--- src/rtl/ws2812b_pkg.sv ---
// Shared definitions for the WS2812B status LED blocks: status codes, GRB
// word layout and the status-to-colour map.
package ws2812b_pkg;

  localparam int unsigned PIX_W = 24;
  localparam int unsigned G_LSB = 16;
  localparam int unsigned R_LSB = 8;
  localparam int unsigned B_LSB = 0;

  localparam logic [1:0] ST_IDLE  = 2'd0;
  localparam logic [1:0] ST_BUSY  = 2'd1;
  localparam logic [1:0] ST_OK    = 2'd2;
  localparam logic [1:0] ST_ERROR = 2'd3;

  typedef enum logic [1:0] {
    S_WAIT   = 2'd0,
    S_LATCH  = 2'd1,
    S_STREAM = 2'd2
  } pix_state_e;

  function automatic logic [PIX_W-1:0] status_colour(
    input logic [1:0] status,
    input logic [7:0] level,
    input logic [7:0] frame_cnt,
    input logic [7:0] max_level
  );
    logic [PIX_W-1:0] c;
    c = '0;
    case (status)
      ST_IDLE:  c[B_LSB +: 8] = max_level >> 2;
      ST_BUSY:  c[B_LSB +: 8] = level;
      ST_OK:    c[G_LSB +: 8] = max_level;
      default:  c[R_LSB +: 8] = frame_cnt[4] ? 8'h00 : max_level;
    endcase
    return c;
  endfunction

endpackage

--- src/rtl/ws2812b_frame_tick.sv ---
// Free-running frame-rate divider: one-cycle tick every CLK_HZ/FRAME_HZ clocks.
module ws2812b_frame_tick #(
  parameter int unsigned CLK_HZ   = 27000000,
  parameter int unsigned FRAME_HZ = 50
) (
  input  logic clk,
  input  logic rst,
  output logic tick
);

  localparam int unsigned FRAME_DIV = CLK_HZ / FRAME_HZ;
  localparam int unsigned CNT_W     = (FRAME_DIV > 1) ? $clog2(FRAME_DIV) : 1;
  localparam logic [CNT_W-1:0] LAST = CNT_W'(FRAME_DIV - 1);

  logic [CNT_W-1:0] count;

  always_ff @(posedge clk) begin
    if (rst) begin
      count <= '0;
    end else if (count == LAST) begin
      count <= '0;
    end else begin
      count <= count + CNT_W'(1);
    end
  end

  assign tick = (count == LAST);

endmodule

--- src/rtl/ws2812b_status_pixgen.sv ---
// Status-driven pixel source: animates a GRB colour from the bootloader status
// and streams NUM_LEDS copies of it per frame over valid/ready.
module ws2812b_status_pixgen
  import ws2812b_pkg::*;
#(
  parameter int unsigned CLK_HZ      = 27000000,
  parameter int unsigned FRAME_HZ    = 50,
  parameter int unsigned NUM_LEDS    = 1,
  parameter logic [7:0]  MAX_LEVEL   = 8'h20,
  parameter int unsigned BREATH_STEP = 1
) (
  input  logic             clk,
  input  logic             rst,
  input  logic             enable,
  input  logic [1:0]       status,
  output logic [PIX_W-1:0] pix_data,
  output logic             pix_valid,
  input  logic             pix_ready,
  output logic             pix_last,
  output logic             overrun
);

  localparam logic [7:0] LAST_IDX = 8'(NUM_LEDS - 1);
  localparam logic [7:0] STEP8    = 8'(BREATH_STEP);
  localparam logic [8:0] STEP9    = 9'(BREATH_STEP);

  pix_state_e state;
  logic       tick;
  logic [7:0] level, level_next;
  logic       dir_down, dir_next;
  logic [7:0] frame_cnt;
  logic [7:0] idx;
  logic [1:0] status_q;
  logic [8:0] up_sum;

  ws2812b_frame_tick #(
    .CLK_HZ  (CLK_HZ),
    .FRAME_HZ(FRAME_HZ)
  ) u_tick (
    .clk (clk),
    .rst (rst),
    .tick(tick)
  );

  assign up_sum = {1'b0, level} + STEP9;

  // Breathing level: saturate at either bound and reverse there.
  always_comb begin
    level_next = level;
    dir_next   = dir_down;
    if (status != ST_BUSY) begin
      level_next = '0;
      dir_next   = 1'b0;
    end else if (!dir_down) begin
      if (up_sum >= {1'b0, MAX_LEVEL}) begin
        level_next = MAX_LEVEL;
        dir_next   = 1'b1;
      end else begin
        level_next = up_sum[7:0];
      end
    end else begin
      if ({1'b0, level} <= STEP9) begin
        level_next = '0;
        dir_next   = 1'b0;
      end else begin
        level_next = level - STEP8;
      end
    end
  end

  always_ff @(posedge clk) begin
    if (rst) begin
      state     <= S_WAIT;
      level     <= '0;
      dir_down  <= 1'b0;
      frame_cnt <= '0;
      idx       <= '0;
      status_q  <= ST_IDLE;
      pix_data  <= '0;
      overrun   <= 1'b0;
    end else begin
      if (tick) begin
        frame_cnt <= frame_cnt + 8'd1;
        level     <= level_next;
        dir_down  <= dir_next;
        // LATCH follows the tick by one cycle, so keep the status seen at the tick.
        status_q  <= status;
        if (state != S_WAIT) overrun <= 1'b1;
      end
      case (state)
        S_WAIT: begin
          if (tick && enable) state <= S_LATCH;
        end
        S_LATCH: begin
          pix_data <= status_colour(status_q, level, frame_cnt, MAX_LEVEL);
          idx      <= '0;
          state    <= S_STREAM;
        end
        S_STREAM: begin
          if (pix_ready) begin
            if (idx == LAST_IDX) state <= S_WAIT;
            else                 idx   <= idx + 8'd1;
          end
        end
        default: state <= S_WAIT;
      endcase
    end
  end

  assign pix_valid = (state == S_STREAM);
  assign pix_last  = pix_valid && (idx == LAST_IDX);

endmodule

--- config.mk ---
export PLATFORM = sky130hd
export DESIGN_NAME = ws2812b_status_pixgen
export DESIGN_NICKNAME = d
export VERILOG_FILES = /design/src/rtl/ws2812b_pkg.sv /design/src/rtl/ws2812b_frame_tick.sv /design/src/rtl/ws2812b_status_pixgen.sv
export SDC_FILE = /design/constraint.sdc
export NUM_CORES = 1
export LEC_CHECK = 0
export CAP_MARGIN = 20
export CORE_ASPECT_RATIO = 1.5
export CORE_MARGIN = 2
export CORE_UTILIZATION = 30
export CTS_BUF_LIST = sky130_fd_sc_hd__clkbuf_8 sky130_fd_sc_hd__clkbuf_16
export CTS_CLUSTER_DIAMETER = 100
export CTS_CLUSTER_SIZE = 12
export DETAILED_ROUTE_END_ITERATION = 10
export GPL_ROUTABILITY_DRIVEN = 0
export PLACE_DENSITY = 0.54
export SETUP_SLACK_MARGIN = 0.2
export SLEW_MARGIN = 20
export SYNTH_ARGS = -nofsm -noshare
export SYNTH_HDL_FRONTEND = slang
export SYNTH_SLANG_ARGS = --single-unit
--- constraint.sdc ---
create_clock -name clk -period 5.4 [get_ports clk]
set_input_delay 1.62 -clock clk [delete_from_list [all_inputs] [get_ports clk]]
set_output_delay 1.62 -clock clk [all_outputs]
set_load 0.02 [all_outputs]
==> results.ini <==
[power]
sequentialPowerShare_pct=44.9
switchingPower_uw=195
power_after_layout_uw=949
p_int_uw=754
power-per-cell-area_nw_per_um2=288
vdd_drop_max_mv=0.182
comb_power_share_pct=2.6
switching_share_pct=20.6
clkPwrFrac_pct=52.5
p_leak_uw=0.00121

[drt]
drt_iter0_markers=84
wirelength_um=5870
dr_total_vias=2277
dr.pass1.iters=4
detail-route-antenna-nets=0
drt-wirelength-per-cell_um=12.7
route.detailed.vias_per_inst=4.93
drc=0

[clock_network]
postCtsSetupBuffers=0
cts.clk_slew.worst_paths_ns=0.05
clock_tree.htree_level_count=3
worstSkewPairLatency_ns=0.32
cts_root_buf=clkbuf_16
cts.path.max_buffers=2
post_cts_resized=0
clock_sinks=57
cts-hold-fix-buffers=0
cts_buffers=9
clock_tree_from_tritoncts=built

[sta]
tightest_slew_ns=0.950
relSlewSlack_pct=36.1
setup_total_negative_slack_ns=0
grt_setup_unrepaired=false
finClkSkew_ns=0.00651
achievable-frequency_mhz=265
post-route-min-period_ns=3.77
period_share_pct=69.8
finalSetupViolCount=0
timing.final.hold_violations=0
finalMaxSlewViolations=0

[floorplanning]
die_w_um=83.0
ios=33
placement_rows=43
die-area_um2=10200
initial_utilization_pct=30.5
floorplan.die.height_um=123
core_region_um2=9200

[logic_synthesis]
synth_top_family_by_area=simple AND/OR/NAND/NOR gates
ys_types=54
synthSimpleGateAreaFrac_pct=27.2
top_ff_cell_synth=dfxtp_1
synth_top_area_share_pct=40.6
postSynthCellCount=329
ys_seq_elements=57
synth_xor_area_share_pct=7.80
yosys-mux-area-fraction_pct=1.83
compound_gate_portion_of_the_synthesized_area_pct=12.4
synth.avg_cell_area_um2=8.54
postSynth.asyncResetShare_pct=0
mappedNetlistArea_um2=2810
synth_enable_flop_cells=0
synth.yosys.seq_area_share_pct=40.6
yosys.area_share.adder_pct=3.12
synth.largest_area_cell=dfxtp_1
yosysWarningCount=0
synth.area.top_cells=dfxtp_1, nor2_1, xor2_1

[hold_path]
min_delay_path_depth=2
hold_path.class=reg2reg
timing.hold.worst_endpoint=pix_data[3]
hold_path.startpoint=pix_data[3]

[global_route]
remaining_global_route_overflow=0
antenna_found_initial=0
grt_pass1_wl_um=10300
grt_max_degree=21
number_of_global_route_vias_before_repair=2179
grt_use_total_pct=12.6

[critical_path]
crit_type=reg2out
timing.reg2reg.worst_path_depth=6
critical_path.startpoint_type=flip-flop
critical_path_arrival_ns=2.15
endpoint_kind=output port
worstPathMaxFanout=3
worst-endpoint-required_ns=3.78
setup.reg_to_reg.worst_slack_ns=2.69
reg2reg_to=level[6]
r2r_start=u_tick.count[0]

[status]
outcome=complete, no violations

[cells_and_area]
layout.filler_cells=926
layout-area-overhead-vs-synth_pct=17.4
final_cell_count_without_fillers=462
num-nets-final=360
layout-drive-gt1-share_pct=5.71
n_antenna_cell=0
final_cell_mix=dfxtp_1, nor2_1, nand2_1
mostFrequentLayoutCell=dfxtp_1

[placed_design]
io_buffers=18
dpl.hpwl_um=4190
placedCellCount=448

[run]
cap_viol_max_count=0

[flip-flops by register name, indices dropped and copies added (netlist names), 2 cells and up]
name,cells
level,8
idx,8
u_tick.count,20
state,2
status_q,2
frame_cnt,5
pix_data,10
[per-layer routing]
metal / wire length [um] / global-route usage (%) / up-vias
met4: 62 / 5.74 / 0
met3: 160 / 3.70 / 5
li1: - / - / 1174
met1: 2600 / 14.3 / 1059
met5: 0 / 0 / -
met2: 3050 / 21.9 / 39
[worst max path at each step]
stage | startpoint | cells past startpoint | to
floorplan | idx[0] | 4 | pix_last
global placement | rst | 4 | pix_data[4]
detailed placement | rst | 6 | level[7]
finish | idx[0] | 5 | pix_last
global route | idx[0] | 5 | pix_last
CTS | idx[0] | 5 | pix_last
[final cells by class]
class | count | area [um2] | share of cell area [%]
Clock buffer | 11 | 253 | 7.66
Clock inverter | 3 | 11.3 | 0.341
Inverter | 10 | 37.5 | 1.14
Multi-Input combinational cell | 250 | 1530 | 46.3
Sequential cell | 57 | 1140 | 34.6
Tap cell | 112 | 140 | 4.25
Timing Repair Buffer | 19 | 188 | 5.69
[power groups by stage]
stage	registers (uW)	clock network [uW]	logic, uW
after detailed placement	434	0	25.2
after global routing	426	532	27.9
final	426	498	25.0
after floorplan	433	0	25.6
after global placement	434	0	25.4
after CTS	426	511	25.3
[kinds of logic (layout without fill, tap and decap cells)]
kind of cell,count (synthesis),in the layout
compound gates,53,53
xor+xnor,25,25
fa+ha+maj,7,7
buf+inv,35,43
flops,57,57
mux,5,5
other cells,1,14
simple gates,146,146
[per-stage QoR]
stage	setup slack, ns	utilization (%)	cell area (um2)	hold WS, ns
2_1_floorplan	2.63	-	2860	0.430
3_3_place_gp	1.63	32.9	3030	0.441
3_5_place_dp	1.54	32.9	3030	0.447
4_1_cts	1.60	35.8	3290	0.453
5_1_grt	1.43	35.8	3300	0.487
6_report	1.63	35.8	3300	0.456
[critical path: stages, from the launching register on]
cell             delay, ns
dfxtp_1               0.32
inv_1                 0.09
ha_1                  0.15
nor4b_1               0.44
and3_1                0.23
clkdlybuf4s50_1       0.60
[Yosys cell counts (6+ instances only)]
library cell  count
dfxtp_1          57
nor2_1           46
nand2_1          20
nand3_1          16
a21oi_1          14
buf_4            14
xor2_1           14
o21ai_0          13
xnor2_1          11
inv_1            10
a22o_1            8
and3_1            8
nand4_1           8
ha_1              7
nor3_1            7
nor4_1            7
clkbuf_1          6
Power figures use the tool's default switching activity.
